`config.mk`:
```
export PLATFORM = sky130hd
export DESIGN_NAME = seq_multiplier
export DESIGN_NICKNAME = d
export VERILOG_FILES = /design/src/rtl/seq_multiplier.sv
export SDC_FILE = /design/constraint.sdc
export NUM_CORES = 1
export LEC_CHECK = 0
export ABC_CLOCK_PERIOD_IN_PS = 2700
export CAP_MARGIN = 25
export CORE_UTILIZATION = 50
export DETAILED_ROUTE_END_ITERATION = 7
export GPL_TIMING_DRIVEN = 1
export HOLD_SLACK_MARGIN = 0.12
export PLACE_DENSITY = 0.77
export SLEW_MARGIN = 15
export SYNTH_ARGS = -nofsm -noshare
export SYNTH_HDL_FRONTEND = slang
export SYNTH_SLANG_ARGS = --single-unit
```
`constraint.sdc`:
```
create_clock -name clk -period 2.7 [get_ports clk]
set_clock_uncertainty 0.05 [all_clocks]
set_input_delay 0.54 -clock clk [delete_from_list [all_inputs] [get_ports clk]]
set_output_delay 0.54 -clock clk [all_outputs]
set_load 0.1 [all_outputs]
```
`src/rtl/seq_multiplier.sv`:
```
// Radix-2 shift-add sequential multiplier with an IDLE/CALC/DONE FSM.
// Define SEQ_MULT_SIGNED_EN to add the signed_mode port (two's complement).
module seq_multiplier #(
  parameter int WIDTH = 4
) (
  input  logic               clk,
  input  logic               rst_n,
  input  logic               enable,
  input  logic               start,
  input  logic [WIDTH-1:0]   A,
  input  logic [WIDTH-1:0]   B,
`ifdef SEQ_MULT_SIGNED_EN
  input  logic               signed_mode,
`endif
  output logic               busy,
  output logic               done,
  output logic [2*WIDTH-1:0] out
);

  localparam int CW = (WIDTH > 2) ? $clog2(WIDTH) : 1;
  localparam logic [CW-1:0] LAST = CW'(WIDTH - 1);

  typedef enum logic [1:0] {
    IDLE = 2'd0,
    CALC = 2'd1,
    DONE = 2'd2
  } state_t;

  state_t             state;
  logic [2*WIDTH-1:0] mc;
  logic [WIDTH-1:0]   mp;
  logic [2*WIDTH-1:0] acc;
  logic [CW-1:0]      cnt;
  logic               sgn;
  logic               sgn_in;
  logic [2*WIDTH-1:0] mc_init;
  logic [2*WIDTH-1:0] addend;
  logic [2*WIDTH-1:0] acc_nxt;
  logic               last;

`ifdef SEQ_MULT_SIGNED_EN
  assign sgn_in = signed_mode;
`else
  assign sgn_in = 1'b0;
`endif

  assign mc_init = {{WIDTH{sgn_in & A[WIDTH-1]}}, A};
  assign last    = (cnt == LAST);

  // Signed mode: the multiplier MSB carries negative weight.
  always_comb begin
    addend = mp[0] ? mc : '0;
    if (sgn && last)
      acc_nxt = acc - addend;
    else
      acc_nxt = acc + addend;
  end

  always_ff @(posedge clk or negedge rst_n) begin
    if (!rst_n) begin
      state <= IDLE;
      mc    <= '0;
      mp    <= '0;
      acc   <= '0;
      cnt   <= '0;
      sgn   <= 1'b0;
      out   <= '0;
      done  <= 1'b0;
      busy  <= 1'b0;
    end else begin
      done <= 1'b0;
      unique case (state)
        IDLE, DONE: begin
          if (enable && start) begin
            mc    <= mc_init;
            mp    <= B;
            sgn   <= sgn_in;
            acc   <= '0;
            cnt   <= '0;
            busy  <= 1'b1;
            state <= CALC;
          end else begin
            state <= IDLE;
          end
        end
        CALC: begin
          if (enable) begin
            acc <= acc_nxt;
            mc  <= mc << 1;
            mp  <= mp >> 1;
            cnt <= cnt + CW'(1);
            if (last) begin
              out   <= acc_nxt;
              done  <= 1'b1;
              busy  <= 1'b0;
              state <= DONE;
            end
          end
        end
        default: begin
          busy  <= 1'b0;
          state <= IDLE;
        end
      endcase
    end
  end

endmodule

```
# Yosys cells after proc, flatten, opt, wreduce, memory -nomap -nowiden
# Index checks and enable logic that the tools add are counted.
# word_totals
reg_bits	34
input_bits	12
out_inout_bits	10
wordCells	48
# op_classes
addsub	2
n_eq_ne	6
n_mux	24
n_reduce_logical	8
# ops
op	count
$mux W8	5
$pmux W8 S2	2
$reduce_and A3 Y1	3
$add A8 B8 Y8	1
$mux W2	4
$mux W4	2
$pmux W2 S2	2
$pmux W4 S2	1
$mux W1	7
$ne A2 B2 Y1 const B	3
$eq A2 B2 Y1 const B	2
$add A2 B1 Y2 const B	1
$eq A2 B1 Y1 const B	1
$logic_not A2 Y1	1
$pmux W1 S2	1
$reduce_and A2 Y1	1
$reduce_bool A2 Y1	1
$reduce_or A2 Y1	1
$logic_and A1 B1 Y1	1

# Depth between registers and ports, before layout
# depth
word_depth	4
ltp_mapped	9
ltp_nobuf	9

# Worst setup path before layout
# No wires, ideal clock.
# synth_timing
path_type	reg-to-reg
start	register mp[0]
end	register out[6]
setup_time_ns	0.123
arrival_time_ns	1.855
t_required_ns	2.527
setup_slack_ns	0.673
stages_incl_launch_ff	10
n_path_buf	0
cell_sequence	dfrtp_1 and2_1 ha_1 inv_1 fa_1 nor2b_4 o21ai_2 a21oi_1 mux2i_1 nand2_1
# synth_between
elab_chain_len	2
# synth_lines
element	line	source
from (decl)	31	logic [WIDTH-1:0] mp;
from (signal assigned)	90	mp <= mp >> 1;
$mux W8	52	addend = mp[0] ? mc : '0;
$add A8 B8 Y8	56	acc_nxt = acc + addend;
to (signal assigned)	93	out <= acc_nxt;
to (decl)	17	output logic [2*WIDTH-1:0] out
# No other way between the ends.
# A chain may end at the register's enable or synchronous reset.

# Worst setup path after layout
# Same ends and word-level chain as after synthesis.

==> impl_metrics.tcl <==
set metrics [dict create \
    outcome "finished, final reports clean" \
    p_leak_nw 0.9936 \
    cp_max_fo 9 \
    htreeDepth 2 \
    clock_path_buffers 2 \
    start_kind "flip-flop" \
    hold_path.class "reg2reg" \
    worstRegToRegCells 9 \
    gp_congestion 0.7551 \
    end_kind "flip-flop" \
    synth_area_per_cell_um2 10.09 \
    critPathKind "reg2reg" \
    timing.rr.start "mp[0]$_DFFE_PN0P_" \
    wl_per_cell_um 13.18 \
    clock_latency_ns 0.33 \
    clock-sinks 34 \
    register_area_um2 850.8 \
    layout_common_cells "dfrtp_1 (34), nand2_1 (30), o21ai_0 (26)" \
    numCtsBuffers 5 \
    drc 0 \
    io-pin-count 22 \
    final_nets 225 \
    whs_path_depth 2 \
    fmax_ghz 0.4337 \
    grt_pass1_wl_um 5913 \
    drv_slew 0 \
    cts_root_buf "clkbuf_4" \
    grt_overflow 0 \
    tritoncts "built" \
    avgViaCountPerCell 5.398 \
    crit_arrival_ns 2.49 \
    post-route-period-util 0.8539 \
    ant_nets 0 \
    dieWidth_um 62.28 \
    core_um2 3416 \
    setup_violations 0 \
    die_h_um 62.28 \
    hold_path_end "out[1]$_DFFE_PN0P_" \
    setup_tns_ns 0 \
    dp_hpwl_um 2414 \
    syn-num-nets 201 \
    reg2reg_slack_ns 0.39 \
    diodes 0 \
    num_vias 1344 \
    layout-drive-gt1-share 0.1379 \
    fillCellCount 312 \
    yosysSeqAreaShare 0.4683 \
    cts_resized 0 \
    hold_viol_final 0 \
    layout_commonest_cell "dfrtp_1" \
    grt_max_degree 35 \
    routed_wl_um 3281 \
    required_ns 2.89 \
    p_total_mw 2.371 \
    min_from "out[1]$_DFFE_PN0P_" \
    dr.pass1.iters 4 \
    synthCells 180 \
    synth_warnings 0 \
    track_usage 0.1961 \
    grt_pass1_vias 1314 \
    powerDensity_nw_per_um2 1137 \
    area_delta_synth_final_pct 14.74 \
    dieArea_um2 3879 \
    vdd_drop_max_uv 521.6 \
    rsz0062_at_grt "false" \
    slew_headroom 0.5893 \
    maxCapViolations 0 \
    post_cts_buffers 0 \
    r2r-end "out[6]$_DFFE_PN0P_" \
    cts.reportedPaths.clkPinSlew_ns 0.10 \
    synth-main-ff-cell "dfrtp_1" \
    rows 21 \
    multi_input_area_um2 898.4 \
    layoutNonFillerInstCount 249 \
    antenna_found_initial 0 \
    ys_ff_latch 34 \
    async_flop_share 1.000 \
    finalCriticalPeriod_ns 2.306 \
    synth_edf_count 0 \
    final_core_util 0.6103 \
    ys_types 36 \
    tightest_slew_ns 0.6137 \
    initial_core_util 0.5319 \
    cts_hold_buf 0 \
    drt_iter0_markers 79 \
    port_buffers 21 \
    dp_cells 243 \
    syn_area_um2 1817 \
]
## flip-flops by register name, indices dropped and copies added (netlist names)
signal  count
busy        1
out         8
done        1
state       2
mp          4
mc          8
acc         8
cnt         2
## cells by family (layout without fill, tap and decap cells)
family	after synthesis	in the layout	share of synthesized area
AND/OR/NAND/NOR	60	60	0.1736
AO/OA/AOI/OAI	49	49	0.1667
flip-flops	34	34	0.4683
buffers and inverters	13	36	0.03718
multiplexers	10	10	0.05647
adder cells (fa/ha/maj)	9	9	0.06612
XOR/XNOR	5	5	0.03168
## layout make-up
class,count,area share
Inverter,7,0.01261
Tap cell,46,0.02761
Sequential cell,34,0.4082
Timing Repair Buffer,23,0.09604
Multi-Input combinational cell,133,0.4310
Clock buffer,6,0.02461
## worst max-delay path by stage
| stage | start | end | slack, ns | depth (start not counted) |
|---|---|---|---|---|
| after global placement | mp[0]$_DFFE_PN0P_ | out[6]$_DFFE_PN0P_ | 0.47 | 9 |
| after floorplan | mp[0]$_DFFE_PN0P_ | out[6]$_DFFE_PN0P_ | 0.67 | 9 |
| after detailed placement | mp[0]$_DFFE_PN0P_ | out[4]$_DFFE_PN0P_ | 0.41 | 9 |
| after CTS | mp[0]$_DFFE_PN0P_ | out[6]$_DFFE_PN0P_ | 0.41 | 9 |
| after global routing | mp[0]$_DFFE_PN0P_ | out[4]$_DFFE_PN0P_ | 0.23 | 9 |
| final | mp[0]$_DFFE_PN0P_ | out[6]$_DFFE_PN0P_ | 0.39 | 9 |
## critical path, cell delays in order (launching register included)
cell and delay (ns):
dfrtp_1 0.49, and2_1 0.17, ha_1 0.20, inv_1 0.07, fa_1 0.44, nor2b_4 0.13
o21ai_2 0.06, a21oi_1 0.32, mux2i_1 0.23, nand2_1 0.06
## report_power, final
group / total, mW / switching (mW) / leakage (nW) / internal [mW]
logic: 1.24 / 0.836 / 0.521 / 0.406
clock network: 0.275 / 0.157 / 0.0302 / 0.117
registers: 0.853 / 0.145 / 0.442 / 0.708
## Yosys cell counts (3+ instances only)
cell / instances / area share
a21oi_1: 8 / 0.022
a22o_1: 6 / 0.029
and2_1: 8 / 0.028
buf_2: 3 / 0.0083
dfrtp_1: 34 / 0.47
ha_1: 8 / 0.055
inv_1: 6 / 0.012
mux2i_1: 8 / 0.044
nand2_1: 30 / 0.062
nand2b_1: 4 / 0.014
nor3b_1: 3 / 0.012
o211ai_1: 3 / 0.012
o21ai_0: 26 / 0.072
xor2_1: 4 / 0.019
## stage by stage
| step | setup slack, ns | cell area, µm² | hold slack (ns) |
|---|---|---|---|
| final | 0.3944 | 2085 | 0.4380 |
| after global routing | 0.2337 | 2085 | 0.4694 |
| after CTS | 0.4087 | 2085 | 0.4481 |
| after global placement | 0.4683 | 2033 | 0.4137 |
| after detailed placement | 0.4133 | 2033 | 0.4261 |
| after floorplan | 0.6729 | 1817 | 0.1944 |
## routing by layer
metal / track usage / part of all wire / vias up
met3: 0.06066 / 0.036 / 5
met2: 0.3310 / 0.50 / 21
met5: 0 / 0 / -
met1: 0.2359 / 0.45 / 647
li1: - / - / 671
met4: 0.06977 / 0.013 / 0
(Power assumes the default switching activity.)
